[src/rtl/store_buffer_if.sv]
// Bundles the signals between the MEM stage, the store buffer and data memory.
//   Pipeline side : mem_adr, write_data, mem_read, mem_write -> buffer
//                   read_data, stall, buf_empty               <- buffer
//   Memory side   : dm_adr, dm_write_data, dm_read, dm_write  <- buffer
//                   dm_read_data                              -> buffer
// Modports: slave = the store buffer, master = its environment (pipeline + memory).
interface store_buffer_if #(
  parameter int unsigned AW = 32,
  parameter int unsigned DW = 32
) ();
  logic [AW-1:0] mem_adr;
  logic [DW-1:0] write_data;
  logic          mem_read;
  logic          mem_write;
  logic [DW-1:0] read_data;
  logic          stall;
  logic          buf_empty;
  logic [AW-1:0] dm_adr;
  logic [DW-1:0] dm_write_data;
  logic          dm_read;
  logic          dm_write;
  logic [DW-1:0] dm_read_data;

  modport slave (
    input  mem_adr, write_data, mem_read, mem_write, dm_read_data,
    output read_data, stall, buf_empty, dm_adr, dm_write_data, dm_read, dm_write
  );

  modport master (
    output mem_adr, write_data, mem_read, mem_write, dm_read_data,
    input  read_data, stall, buf_empty, dm_adr, dm_write_data, dm_read, dm_write
  );
endinterface

[src/rtl/store_buffer.sv]
// Store buffer between the MEM stage and data memory.
// Pending stores sit in a circular FIFO and drain into data memory whenever the
// port is not claimed by a load. Loads are checked against pending entries by
// word address so they never observe stale memory.
// Ports:
//   clk_i  - clock, all state updates on the rising edge
//   rst_ni - asynchronous active-low reset; discards all pending stores
//   bus    - store_buffer_if.slave (pipeline request/response + data memory port)
// Build option: define STORE_BUF_FWD_EN to forward the youngest matching buffered
// store to a load; otherwise a matching load stalls until its entries drain.
module store_buffer #(
  parameter int unsigned DEPTH = 4,
  parameter int unsigned AW    = 32,
  parameter int unsigned DW    = 32
) (
  input logic          clk_i,
  input logic          rst_ni,
  store_buffer_if.slave bus
);

  localparam int unsigned PtrW = $clog2(DEPTH);
  localparam int unsigned CntW = PtrW + 1;

  logic [AW-1:0]   addr_q [DEPTH];
  logic [DW-1:0]   data_q [DEPTH];
  logic [DEPTH-1:0] valid_q, valid_d;
  logic [PtrW-1:0] wr_ptr_q, wr_ptr_d;
  logic [PtrW-1:0] rd_ptr_q, rd_ptr_d;
  logic [CntW-1:0] count_q, count_d;

  logic          full, empty;
  logic          match;
  logic [DW-1:0] hit_data;
  logic [PtrW-1:0] idx;
  logic          is_load, is_store;
  logic          load_stall, load_fwd;
  logic          port_read, drain, push;

  assign full  = (count_q == CntW'(DEPTH));
  assign empty = (count_q == '0);

  // Walk oldest to youngest so the last hit is the youngest matching store.
  always_comb begin
    match    = 1'b0;
    hit_data = '0;
    idx      = '0;
    for (int unsigned i = 0; i < DEPTH; i++) begin
      idx = rd_ptr_q + PtrW'(i);
      if (valid_q[idx] && (addr_q[idx][AW-1:2] == bus.mem_adr[AW-1:2])) begin
        match    = 1'b1;
        hit_data = data_q[idx];
      end
    end
  end

  // A simultaneous read+write request is treated as a store.
  assign is_store = bus.mem_write;
  assign is_load  = bus.mem_read & ~bus.mem_write;

`ifdef STORE_BUF_FWD_EN
  assign load_stall = 1'b0;
  assign load_fwd   = is_load & match;
`else
  assign load_stall = is_load & match;
  assign load_fwd   = 1'b0;
`endif

  // The read request keeps the port unless the load is served from the buffer
  // or has to wait for matching stores to drain.
  assign port_read = bus.mem_read & ~load_stall & ~load_fwd;
  assign drain     = ~port_read & ~empty;
  assign push      = is_store & ~full;

  always_comb begin
    bus.stall         = 1'b0;
    bus.read_data     = '0;
    bus.dm_read       = 1'b0;
    bus.dm_write      = 1'b0;
    bus.dm_adr        = '0;
    bus.dm_write_data = '0;
    bus.buf_empty     = empty;
    if (!rst_ni) begin
      // Outputs held quiet while reset is asserted.
      bus.buf_empty = 1'b1;
    end else begin
      bus.stall = (is_store & full) | load_stall;
      if (port_read) begin
        bus.dm_read = 1'b1;
        bus.dm_adr  = bus.mem_adr;
      end else if (drain) begin
        bus.dm_write      = 1'b1;
        bus.dm_adr        = addr_q[rd_ptr_q];
        bus.dm_write_data = data_q[rd_ptr_q];
      end
      if (load_fwd) begin
        bus.read_data = hit_data;
      end else if (is_load && !load_stall) begin
        bus.read_data = bus.dm_read_data;
      end
    end
  end

  always_comb begin
    valid_d  = valid_q;
    wr_ptr_d = wr_ptr_q;
    rd_ptr_d = rd_ptr_q;
    count_d  = count_q;
    if (drain) begin
      valid_d[rd_ptr_q] = 1'b0;
      rd_ptr_d          = rd_ptr_q + 1'b1;
    end
    if (push) begin
      valid_d[wr_ptr_q] = 1'b1;
      wr_ptr_d          = wr_ptr_q + 1'b1;
    end
    unique case ({push, drain})
      2'b10:   count_d = count_q + 1'b1;
      2'b01:   count_d = count_q - 1'b1;
      default: count_d = count_q;
    endcase
  end

  always_ff @(posedge clk_i or negedge rst_ni) begin
    if (!rst_ni) begin
      valid_q  <= '0;
      wr_ptr_q <= '0;
      rd_ptr_q <= '0;
      count_q  <= '0;
    end else begin
      valid_q  <= valid_d;
      wr_ptr_q <= wr_ptr_d;
      rd_ptr_q <= rd_ptr_d;
      count_q  <= count_d;
    end
  end

  // Payload storage needs no reset; valid_q qualifies every entry.
  always_ff @(posedge clk_i) begin
    if (push) begin
      addr_q[wr_ptr_q] <= bus.mem_adr;
      data_q[wr_ptr_q] <= bus.write_data;
    end
  end

endmodule

[src/flat_wrapper.sv]
// flat-port wrapper written by rule: the top's interface ports become plain ports
module store_buffer_flat 
#(
  parameter int unsigned DEPTH = 4,
  parameter int unsigned AW    = 32,
  parameter int unsigned DW    = 32
)
  (clk_i, rst_ni, bus_mem_adr, bus_write_data, bus_mem_read, bus_mem_write, bus_dm_read_data, bus_read_data, bus_stall, bus_buf_empty, bus_dm_adr, bus_dm_write_data, bus_dm_read, bus_dm_write);
  store_buffer_if #(.AW(AW), .DW(DW)) bus_i ();
  input logic clk_i;
  input logic rst_ni;
  input wire logic [$bits(bus_i.mem_adr)-1:0] bus_mem_adr;
  input wire logic [$bits(bus_i.write_data)-1:0] bus_write_data;
  input wire logic [$bits(bus_i.mem_read)-1:0] bus_mem_read;
  input wire logic [$bits(bus_i.mem_write)-1:0] bus_mem_write;
  input wire logic [$bits(bus_i.dm_read_data)-1:0] bus_dm_read_data;
  output wire logic [$bits(bus_i.read_data)-1:0] bus_read_data;
  output wire logic [$bits(bus_i.stall)-1:0] bus_stall;
  output wire logic [$bits(bus_i.buf_empty)-1:0] bus_buf_empty;
  output wire logic [$bits(bus_i.dm_adr)-1:0] bus_dm_adr;
  output wire logic [$bits(bus_i.dm_write_data)-1:0] bus_dm_write_data;
  output wire logic [$bits(bus_i.dm_read)-1:0] bus_dm_read;
  output wire logic [$bits(bus_i.dm_write)-1:0] bus_dm_write;
  assign bus_i.mem_adr = bus_mem_adr;
  assign bus_i.write_data = bus_write_data;
  assign bus_i.mem_read = bus_mem_read;
  assign bus_i.mem_write = bus_mem_write;
  assign bus_i.dm_read_data = bus_dm_read_data;
  assign bus_read_data = bus_i.read_data;
  assign bus_stall = bus_i.stall;
  assign bus_buf_empty = bus_i.buf_empty;
  assign bus_dm_adr = bus_i.dm_adr;
  assign bus_dm_write_data = bus_i.dm_write_data;
  assign bus_dm_read = bus_i.dm_read;
  assign bus_dm_write = bus_i.dm_write;
  store_buffer #(.DEPTH(DEPTH), .AW(AW), .DW(DW)) u_core (.clk_i(clk_i), .rst_ni(rst_ni), .bus(bus_i));
endmodule
[config.mk]
export PLATFORM = sky130hd
export DESIGN_NAME = store_buffer_flat
export DESIGN_NICKNAME = d
export VERILOG_FILES = /design/src/rtl/store_buffer_if.sv /design/src/rtl/store_buffer.sv /design/src/flat_wrapper.sv
export SDC_FILE = /design/constraint.sdc
export NUM_CORES = 1
export LEC_CHECK = 0
export CORE_ASPECT_RATIO = 0.75
export CORE_UTILIZATION = 28
export CTS_CLUSTER_DIAMETER = 200
export DETAILED_ROUTE_END_ITERATION = 7
export PLACE_DENSITY = 0.48
export SYNTH_ARGS = -nofsm -noshare
export SYNTH_HDL_FRONTEND = slang
export SYNTH_SLANG_ARGS = --single-unit
[constraint.sdc]
create_clock -name clk_i -period 7 [get_ports clk_i]
set_input_delay 1.4 -clock clk_i [delete_from_list [all_inputs] [get_ports clk_i]]
set_output_delay 1.4 -clock clk_i [all_outputs]
set_load 0.1 [all_outputs]
==> results.ini <==
[pwr]
power_frac_clock=0.188
p_sw_mw=3.558
power_density_nw_per_um2=433.1
p_total_mw=8.704
p_comb_frac=0.547
swShare=0.4087
irDropWorstVdd_v=0.0002824
p_int_mw=5.147
p_seq_frac=0.264
p_leak_nw=6.928

[critical_path]
cp-end-kind=primary output
critPathRequiredTime_ps=5600
arrival_ps=5250
max_stage_delay_ps=870
critical_path_class=input port to primary output
crit_slowest_cell=clkdlybuf4s50_1
path_buf_inv=3
critical-path-top-delay-family=buffers and inverters
worstPathMaxFanout=26
path_cells=clkdlybuf4s50_1, xnor2_1, nor4_1, o221ai_1, or4_1, o22ai_2, o211ai_1, buf_4, o2bb2ai_1, buf_12
start_kind=input port

[floorplanning]
fp.dieW_um=272.4
rows=73
die_h_um=204.8
die_area_um2=55790
core_area_um2=53620
io_pins=200
initial_core_util=0.2864

[synth]
ys.flop_type=edfxtp_1
synth_simple_gate_area_share=0.07269
synth_compound_area_frac=0.05753
async_flop_share=0.04120
synth_most_common_cell=edfxtp_1
ys_seq_area_frac=0.5186
synth-adder-area-share=0.008638
synth.top_cell.area_share=0.5007
syn_inst=1058
synth_area_leaders=edfxtp_1 50%, mux4_2 18%, mux2i_1 5.1%
synth_top_family_by_area=multiplexers
synth_area_leader_cell=edfxtp_1
synth_cell_type_count=59
synthXorXnorAreaFrac=0.06389
avgSynthCellArea_um2=14.51
synth_nets=1168
ys_seq_elements=267
synth_common_cells=256 x edfxtp_1, 120 x mux4_2, 88 x xnor2_1
synthMuxAreaShare=0.2356
synth_edf_count=256
yosys_warnings=0
synth_area_um2=15350

[clock_tree]
cts_resized=0
cts_setup_buffers=0
clockBufferDepth=3
clkTransAtPathRegs_ps=60
holdBufCountCts=0
cts-root-buf=clkbuf_16
cts_sinks=267
cts_buffers=30
tritoncts=built
cts-htree-levels=1
clkLatencyLatePin_ps=590

[grt]
antenna_found_initial=2
grt_overflow=0
grt_pass1_vias=10127
grt_usage=0.1658
grt_pass1_wl_mm=68.65
grt_max_degree=126

[final_layout]
stdcell_count=1968
fin_nets=1340
drive_gt1_frac=0.2514
fillerInstances=5061
final_util=0.3748
area_growth_pct=30.88

[routing]
wirelength_met1_mm=20.88
routed_via_density=5.080
dr_wl_met2_mm=21.25
dr.pass1.iters=5
drtIter0Drc=931
wirelength_mm=47.01
vias=9997
ant_nets=0
highest_layer=met5
wl_met3_mm=4.008
wl_per_cell_um=23.89
drcViolationCount=0

[timing]
max_slew_margin=0.2533
fmax_mhz=150.4
worst_pin_slew_ps=1117
rsz0062_at_grt=false
finalCriticalPeriod_ps=6649
setup_viol=0
final-hold-violation-count=0
drv_slew=0
fin_crit_sh=0.9498
fin_setup_tns_ps=0
finalClockSkew_ps=16.53

[hold_path]
hold_class=register to register

[place]
gp_congestion=0.8913
port-buffer-count=199
place_inst=1910
dpl.hpwl_mm=32.15

[run]
maxCapViolations=0

[status]
status=complete, no violations

## area by class of cell
| type | count | area [µm²] | share of cell area |
|---|---|---|---|
| clock buffers | 33 | 762.0 | 0.03792 |
| diodes | 3 | 7.507 | 0.0003736 |
| flip-flops and latches | 267 | 7970 | 0.3966 |
| well taps | 712 | 890.9 | 0.04433 |
| clock inverters | 22 | 262.8 | 0.01307 |
| repair buffers | 229 | 3258 | 0.1621 |
| inverters | 48 | 185.2 | 0.009214 |
| multi-input cells | 654 | 6760 | 0.3364 |
## metal layers
layer,global-route usage,vias to the layer above
met5,0,-
met1,0.2312,5139
met2,0.2530,348
li1,-,4454
met4,0.03170,2
met3,0.05205,54
## power by group through the flow
stage | combinational [mW] | sequential (mW) | clock, mW
final | 4.77 | 2.30 | 1.64
after global routing | 5.05 | 2.33 | 1.73
after CTS | 4.81 | 2.30 | 1.68
after detailed placement | 4.78 | 2.33 | 0
after global placement | 4.81 | 2.32 | 0
after floorplan | 3.44 | 2.27 | 0
## cells in the final DEF, fill, tap and decap left out, drive strengths merged, types with 6 or more instances in the layout
cell type / count
o21ai: 15
clkdlybuf4s50: 100
o22ai: 10
nor4: 7
xor2: 24
buf: 129
clkinv: 20
o2bb2ai: 37
nor2b: 35
nand2: 34
inv: 44
ha: 9
clkbuf: 33
dfrtp: 11
nor3: 9
nand4: 15
a21oi: 11
and3: 24
and2: 33
mux2: 11
o2111ai: 6
mux2i: 79
xnor2: 88
edfxtp: 256
nor2: 34
mux4: 120
## worst register-to-register path, cell delays in order, from the launching register on
cell and delay [ps]:
dfrtp_4 490, inv_1 220, ha_4 330, buf_12 270, buf_4 240, mux2i_1 230, xnor2_1 80, nor4_1 550
o221ai_1 170, or4_1 550, o22ai_2 160, buf_4 180, o21ai_0 290, inv_1 150, ha_1 180, inv_1 60
fa_1 380, xor2_1 160, nor2_1 110, xor2_1 170
## cell families (layout without fill, tap and decap cells)
family          Yosys count  count (layout)
compound gates          115             115
simple gates            207             207
other cells               0               3
fa+ha+maj                10              10
flops                   267             267
xor+xnor                112             112
buf+inv                 137             332
mux                     210             210
## state kept, by name, indices dropped and copies added, names as in the netlist
signal / flops
u_core.addr_q: 128
u_core.data_q: 128
u_core.valid_q: 4
u_core.count_q: 3
u_core.rd_ptr_q: 2
u_core.wr_ptr_q: 2
## stage by stage
step	area [µm²]	hold WS, ps	setup slack, ps
global placement	19060	505.9	527.7
finish	20100	534.7	351.4
detailed placement	19060	517.7	482.0
CTS	20090	527.9	325.8
global route	20090	575.3	244.1
floorplan	15350	483.6	107.7
## worst paths after layout
check / start / endpoint / slack (ps) / cells after the start
worst min register to register: u_core.count_q[0]$_DFFE_PN0P_ / u_core.count_q[0]$_DFFE_PN0P_ / 530 / 1
worst max-delay path: bus_mem_adr[31] / bus_dm_adr[5] / 350 / 10
worst min-delay path: u_core.count_q[0]$_DFFE_PN0P_ / u_core.count_q[0]$_DFFE_PN0P_ / 530 / 1
min in group asynchronous: rst_ni / u_core.valid_q[2]$_DFF_PN0_ / 1190 / 1
max in group asynchronous: rst_ni / u_core.rd_ptr_q[1]$_DFFE_PN0P_ / 5190 / 2
worst max register to register: u_core.rd_ptr_q[1]$_DFFE_PN0P_ / u_core.count_q[2]$_DFFE_PN0P_ / 1950 / 19
Note: power is estimated with default switching activity, not from simulation.
